==> src/rtl/mem_arb_pkg.sv <==
// Shared types and default widths for the two-port memory arbiter.
package mem_arb_pkg;
  localparam int ADDR_W = 12;
  localparam int DATA_W = 32;
  localparam int SIZE_W = 6;

  typedef enum logic [1:0] {IDLE, BUSY, DONE} arb_state_e;

  // Bit offset of channel idx inside a packed bus of w-bit channels.
  function automatic int chan_lsb(input int idx, input int w);
    return idx * w;
  endfunction
endpackage

==> src/rtl/rr_pick2.sv <==
// Two-way round-robin selector: on a tie the requester that did not win last time is chosen.
module rr_pick2 (
  input  logic [1:0] pending,
  input  logic       last_gnt,
  output logic       gnt,
  output logic       valid
);
  assign valid = |pending;
  assign gnt   = (&pending) ? ~last_gnt : pending[1];
endmodule

==> src/rtl/mem_port_arbiter.sv <==
// Shares one memory channel between two masters with round-robin grants,
// holding each grant until the memory answers or the watchdog aborts the access.
module mem_port_arbiter #(
  parameter int ADDR_W  = mem_arb_pkg::ADDR_W,
  parameter int DATA_W  = mem_arb_pkg::DATA_W,
  parameter int SIZE_W  = mem_arb_pkg::SIZE_W,
  parameter int TIMEOUT = 1024
) (
  input  logic                clock,
  input  logic                reset,
  input  logic [1:0]          req_oe,
  input  logic [1:0]          req_we,
  input  logic [2*ADDR_W-1:0] req_addr,
  input  logic [2*DATA_W-1:0] req_wdata,
  input  logic [2*SIZE_W-1:0] req_size,
  output logic [2*DATA_W-1:0] req_rdata,
  output logic [1:0]          req_rdy,
  output logic                mem_oe,
  output logic                mem_we,
  output logic [ADDR_W-1:0]   mem_addr,
  output logic [DATA_W-1:0]   mem_wdata,
  output logic [SIZE_W-1:0]   mem_size,
  input  logic [DATA_W-1:0]   mem_rdata,
  input  logic                mem_rdy,
  output logic                err
);
  import mem_arb_pkg::*;

  localparam int WD_W = (TIMEOUT > 1) ? $clog2(TIMEOUT) : 1;
  localparam logic [WD_W-1:0] WD_LAST = WD_W'(TIMEOUT - 1);

  arb_state_e        state;
  logic              gnt;
  logic              last_gnt;
  logic [WD_W-1:0]   wd;
  logic [1:0]        legal;
  logic [1:0]        bad;
  logic              pick;
  logic              pick_vld;
  logic [ADDR_W-1:0] addr_ch  [2];
  logic [DATA_W-1:0] wdata_ch [2];
  logic [SIZE_W-1:0] size_ch  [2];

  for (genvar i = 0; i < 2; i++) begin : g_chan
    assign addr_ch[i]  = req_addr[chan_lsb(i, ADDR_W) +: ADDR_W];
    assign wdata_ch[i] = req_wdata[chan_lsb(i, DATA_W) +: DATA_W];
    assign size_ch[i]  = req_size[chan_lsb(i, SIZE_W) +: SIZE_W];
  end

  // A master raising both strobes at once is malformed and never eligible.
  assign bad   = req_oe & req_we;
  assign legal = req_oe ^ req_we;

  rr_pick2 u_pick (
    .pending  (legal),
    .last_gnt (last_gnt),
    .gnt      (pick),
    .valid    (pick_vld)
  );

  always_ff @(posedge clock or negedge reset) begin
    if (!reset) begin
      state     <= IDLE;
      gnt       <= 1'b0;
      last_gnt  <= 1'b1;
      wd        <= '0;
      mem_oe    <= 1'b0;
      mem_we    <= 1'b0;
      mem_addr  <= '0;
      mem_wdata <= '0;
      mem_size  <= '0;
      req_rdy   <= '0;
      req_rdata <= '0;
      err       <= 1'b0;
    end else begin
      req_rdy <= '0;
      case (state)
        IDLE: begin
          if (|bad) err <= 1'b1;
          if (pick_vld) begin
            gnt       <= pick;
            last_gnt  <= pick;
            mem_oe    <= req_oe[pick];
            mem_we    <= req_we[pick];
            mem_addr  <= addr_ch[pick];
            mem_wdata <= wdata_ch[pick];
            mem_size  <= size_ch[pick];
            wd        <= '0;
            state     <= BUSY;
          end
        end
        BUSY: begin
          // A real answer wins over an abort landing on the same cycle.
          if (mem_rdy || wd == WD_LAST) begin
            if (gnt) req_rdata[DATA_W +: DATA_W] <= mem_rdy ? mem_rdata : '0;
            else     req_rdata[0 +: DATA_W]      <= mem_rdy ? mem_rdata : '0;
            if (!mem_rdy) err <= 1'b1;
            req_rdy[gnt] <= 1'b1;
            mem_oe       <= 1'b0;
            mem_we       <= 1'b0;
            state        <= DONE;
          end else begin
            wd <= wd + 1'b1;
          end
        end
        DONE:    state <= IDLE;
        default: state <= IDLE;
      endcase
    end
  end
endmodule

==> config.mk <==
export PLATFORM = sky130hd
export DESIGN_NAME = mem_port_arbiter
export DESIGN_NICKNAME = d
export VERILOG_FILES = /design/src/rtl/mem_arb_pkg.sv /design/src/rtl/rr_pick2.sv /design/src/rtl/mem_port_arbiter.sv
export SDC_FILE = /design/constraint.sdc
export NUM_CORES = 1
export LEC_CHECK = 0
export CORE_ASPECT_RATIO = 0.75
export CORE_MARGIN = 2
export CORE_UTILIZATION = 41
export CTS_CLUSTER_SIZE = 25
export DETAILED_ROUTE_END_ITERATION = 16
export PLACE_DENSITY = 0.8
export SLEW_MARGIN = 25
export SYNTH_ARGS = -nofsm -noshare
export SYNTH_HDL_FRONTEND = slang
export SYNTH_HIERARCHICAL = 1
export SYNTH_SLANG_ARGS = --single-unit
==> constraint.sdc <==
create_clock -name clock -period 2.6 [get_ports clock]
set_input_delay 0.52 -clock clock [delete_from_list [all_inputs] [get_ports clock]]
set_output_delay 0.52 -clock clock [all_outputs]
set_load 0.02 [all_outputs]
-- After elaboration in Yosys (flattened, before gate mapping)
Index checks and enable logic that the tools add are counted.
W data, S select, Z words.
- bits in registers: 133
- word-level logic and storage cells: 78
- bits of input ports: 139
- output and inout port bits: 119
- reductions and logical operators: 14
- order comparisons: 4
- add/sub/neg operators: 1
- equal/unequal tests: 7
- bitwise gates (word level): 5
- muxes and demuxes: 34
- operators by type and width (kind ; number):
    $mux W32 ; 4
    $mux W12 ; 3
    $mux W10 ; 2
    $pmux W10 S2 ; 1
    $mux W6 ; 3
    $mux W1 ; 12
    $reduce_and A3 Y1 ; 4
    $add A10 B1 Y10 const B ; 1
    $eq A10 B10 Y1 const B ; 1
    $ne A2 B2 Y1 const B ; 5
    $mux W2 ; 4
    $pmux W1 S2 ; 3
    $reduce_and A2 Y1 ; 3
    $lt A1 B2 Y1 const B ; 2
    $pmux W2 S2 ; 1
    $reduce_and A4 Y1 ; 1
    $reduce_or A2 Y1 ; 2
    $and A2 B2 Y2 ; 1
    $eq A2 B1 Y1 const B ; 1
    $ge A2 B2 Y1 const B ; 1
    $logic_not A2 Y1 ; 1
    $not A1 Y1 ; 2
    $not A1 Y2 ; 1
    $reduce_bool A2 Y1 ; 1
    other kinds (5) ; 5

-- Longest topological paths before layout
- word-level depth: 7
- depth in mapped cells: 7
- gate-level depth less buffers: 6

-- Cells and area by module
The synthesis kept the hierarchy.
- by module, submodules not included (module ; cells an instance ; area each (um^2) ; times used ; sequential area each (um^2)):
    mem_port_arbiter ; 457 ; 5475.3 ; 1 ; 3329.4
    rr_pick2 ; 2 ; 13.8 ; 1 ; 0.0

-- Worst setup path before layout
Ideal clock, no wire load.
- kind: input port to flip-flop
- from: in req_oe[1]
- to: reg mem_size[0]
- buffers on the path: 2
- cell stages on the path: 6
- arrival time: 1973 ps
- slack: 492 ps
- setup time: 135 ps
- data required time: 2465 ps
- cells stage by stage: ha_1 -> a21boi_1 -> clkbuf_1 -> clkbuf_1 -> mux2i_1 -> o21ai_0
- longest elaborated chain between the ends: 7
- elaborated cells between the ends (all ways): 9
- classes of those cells: mux (4); bitwise (2); reduce/logical (3)
- ends and longest elaborated chain (item ; RTL line ; RTL):
    from (decl) ; mem_port_arbiter.sv:11 ; input logic [1:0] req_oe,
    $xor A2 B2 Y2 * ; mem_port_arbiter.sv:52 ; assign legal = req_oe ^ req_we;
    $reduce_and A2 Y1 ; rr_pick2.sv:9 ; assign gnt = (&pending) ? ~last_gnt : pending[1];
    $mux W1 * ; rr_pick2.sv:9 ;
    net pick ; mem_port_arbiter.sv:38 ; logic pick;
    $not A1 Y2 (not written as such) * ; mem_port_arbiter.sv:87 ; mem_size <= size_ch[pick];
    $mux W6 (not written as such) * (3 in series) ; mem_port_arbiter.sv:87 ;
    to (signal assigned) ; mem_port_arbiter.sv:87 ;
    to (decl) ; mem_port_arbiter.sv:22 ; output logic [SIZE_W-1:0] mem_size,
The timed path passes the listed nets; every way through them passes the cells marked *. The select of a mux whose other input is x is not followed.
A chain may end at the register's enable or synchronous reset.

-- Final worst setup path
- from: reg wd[0]
- to: reg wd[3]
- longest elaborated chain between the ends: 4
- elaborated cells between the ends (all ways): 7
- classes of those cells: add/sub (1); eq/ne (2); mux (2); reduce/logical (2)
- ends and longest elaborated chain (item ; RTL line ; RTL):
    from (decl) ; mem_port_arbiter.sv:35 ; logic [WD_W-1:0] wd;
    from (signal assigned) ; mem_port_arbiter.sv:103 ; wd <= wd + 1'b1;
    parallel branches: the longest is 4 deep, another holds $add A10 B1 Y10 ; n/a ;
Several ways; the timed one is not identified. The select of a mux whose other input is x is not followed.

==> out/qor.yml <==
cts:
  clk_pin_slew_worst_paths_ps: 60
  cts-buffers-inserted: 17
  cts_root_buf: "clkbuf_16"
  insertion_delay_ps: 410
  cts.path.max_buffers: 2
  clock_sinks: 133
  cts_max_level: 4
  postCtsHoldBufs: 1
  cts-resized-gates: 0
  cts_tree: "built"
  cts_setup_buffers: 0
worst_setup_path:
  r2r_slack_ps: 530
  end_kind: "flop"
  path_max_fanout: 9
  cp_top_family: "compound AO/OA/AOI/OAI gates"
  reg2regPathDepth: 6
  max_stage_delay_ps: 590
  worstPathCellList: "ha_1, nand3_1, o31ai_2, and2_1, inv_1, a31oi_1"
  worstPathRequired_ps: 2930
  regToRegEndpoint: "wd[3]"
  criticalPathCategory: "flop to flop"
  timing.critical_path.to: "wd[3]"
  cp_num_cells: 6
  crit_buf_inv: 1
  critPathLaunch: "wd[0]"
  cp_data_arrival_time_ps: 2400
  cp_slowest_cell: "o31ai_2"
  reg2reg_from: "wd[0]"
  start_kind: "flop"
timing:
  whs_ps: 477.1
  fmax_mhz: 483.3
  min_period_ps: 2069
  max-slew-margin-rel_pct: 57.77
  worstMarginPinSlew_ps: 629.6
  fin_tns_setup_ps: 0
  hold_viol: 0
  maxSlewViolCount: 0
  fin_crit_sh_pct: 79.58
  finalSetupViolations: 0
  rsz0062_at_grt: "false"
  fin_skew_ps: 8.757
routing:
  drc: 0
  dr.first_iter.drc_count: 188
  vias: 4737
  post_drt_wl_per_cell_microns: 18.12
  drt_pass1_iterations: 4
  ant_nets: 0
  routed_wl_microns: 16380
  vias_per_cell: 5.240
run_status:
  status: "finished clean"
min_path:
  hp-class: "flop to flop"
  holdCritStartpoint: "mem_addr[7]"
logic_synthesis:
  ys_top_cells_by_area: "dfrtp_1, a22o_1, mux2i_1"
  ys_seq_elements: 133
  synthFlopType: "dfrtp_1"
  ys_types: 41
  synth.net_count: 601
  synth.largest_area_cell: "dfrtp_1"
  ys_seq_area_share_pct: 60.66
  synthCells: 459
  synth_edf_count: 0
  netlist_area_sq_um: 5489
  synth_top_area_share_pct: 60.18
  ys_warn_count: 6
  ys_async_sr_fraction_pct: 100.0
  postSynthAreaPerCell_sq_um: 11.96
pwr:
  finalPower_mw: 11.10
  p_per_area_nw_per_um2: 1237
  peakVddDrop_v: 0.0006724
  p_leak_nw: 3.987
layout:
  diodes: 0
  fin_nets: 862
  final_core_util_pct: 68.90
  drive_gt1_share_pct: 8.049
  postLayoutCellArea_sq_um: 8969
  area_growth_pct: 63.39
die:
  fp.coreArea_sq_um: 13020
  rows: 36
  dieWidth_microns: 137.6
  die-area_sq_um: 14340
  dieHeight_microns: 104.2
  pin_count: 258
  start_util_pct: 42.17
global_routing:
  antenna_found_initial: 0
  grt_pass1_vias: 5081
  grt_max_degree: 87
  gr-total-overflow: 0
  grtUsageTotal_pct: 24.13
  grt_first_pass_wirelength_microns: 26540
placement:
  port_buffers: 257
  gp_congestion: 0.7997
  dp_hpwl_microns: 11930
  dpl_cell_area_sq_um: 8335
run:
  maxCapViolations: 0
[worst register-to-register path, stage by stage, from the launching register on]
cell and delay, ps:
dfrtp_1 410, ha_1 230, nand3_1 240, o31ai_2 590, and2_1 280, inv_1 90, a31oi_1 160
[stage by stage]
step,worst slack [ps],cells
detailed placement,181.5,871
finish,530.9,904
global placement,327.5,871
global route,308.4,904
floorplan,491.6,459
CTS,537.7,904
[layer usage]
| metal | routed length [microns] | GRT usage [%] | up-vias |
|---|---|---|---|
| met5 | 0 | 0 | - |
| met4 | 408 | 9.499 | 0 |
| met3 | 1194 | 8.577 | 32 |
| met2 | 8129 | 39.34 | 177 |
| met1 | 6643 | 29.11 | 2327 |
| li1 | - | - | 2201 |
[state kept, by name, indices dropped and copies added (netlist names), 2 cells and up]
signal / flops
req_rdata: 64
mem_wdata: 32
mem_addr: 12
wd: 10
mem_size: 6
req_rdy: 2
state: 2
[kinds of logic (layout without fill, tap and decap cells)]
logic type	Yosys count	after routing	share of synthesized area, %
AO/OA/AOI/OAI	138	138	18.21
adder cells (fa/ha/maj)	3	3	0.6839
buffers and inverters	37	311	2.986
flip-flops	133	133	60.66
multiplexers	52	52	9.483
AND/OR/NAND/NOR	96	96	7.978
[cells in the mapped netlist (2+ instances only)]
cell,count
a211o_1,2
a21oi_1,3
a22o_1,64
a31oi_1,2
and2_1,2
and3_1,4
and4_1,2
buf_1,3
buf_2,5
buf_6,2
clkbuf_1,22
dfrtp_1,132
ha_1,3
inv_1,4
mux2i_1,52
nand2_1,64
nand2b_1,2
nand3_1,6
nor2_1,5
nor3_1,3
o211ai_1,2
o21a_1,2
o21ai_0,53
o22ai_1,3
[cell usage in the layout (no fill, tap or decap), types with 2 or more instances in the layout]
cell,synthesis,layout
nor3_1,3,3
and3_1,4,4
clkinv_4,0,4
o22ai_1,3,3
bufinv_16,0,3
ha_1,3,3
clkbuf_8,0,2
a211o_1,2,2
nor2_1,5,4
nand2b_1,2,2
nand2_1,64,63
dfrtp_1,132,132
buf_4,1,13
a22o_1,64,64
and4_1,2,2
clkbuf_16,0,17
clkdlybuf4s50_1,0,256
clkinv_2,0,2
buf_12,0,5
mux2i_1,52,52
inv_1,4,4
nand3_1,6,6
a31oi_1,2,2
o21a_1,2,2
o211ai_1,2,2
and2_1,2,2
a21oi_1,3,3
inv_6,0,4
o21ai_0,53,53
[area by class of cell]
cell class | instances | area [sq um]
Clock buffer | 19 | 452.9
Clock inverter | 13 | 170.2
Fill cell | 910 | 4049
Inverter | 4 | 15.01
Multi-Input combinational cell | 289 | 2017
Sequential cell | 133 | 3329
Tap cell | 171 | 214.0
Timing Repair Buffer | 275 | 2770
[worst min path at each step]
stage	end	slack [ps]	cells after the start
5_1_grt	req_rdata[25]	470	2
3_3_place_gp	req_rdata[57]	340	1
3_5_place_dp	req_rdata[57]	340	1
6_report	mem_addr[7]	480	2
2_1_floorplan	err	220	0
4_1_cts	req_rdata[22]	440	2
[where the power goes]
part           switching, mW  total, mW  leakage (nW)  internal [mW]
registers              0.575       3.57          1.67           2.99
logic                   2.56       5.02          2.01           2.46
clock network          0.935       2.51         0.309           1.57
Power figures use the tool's default switching activity.
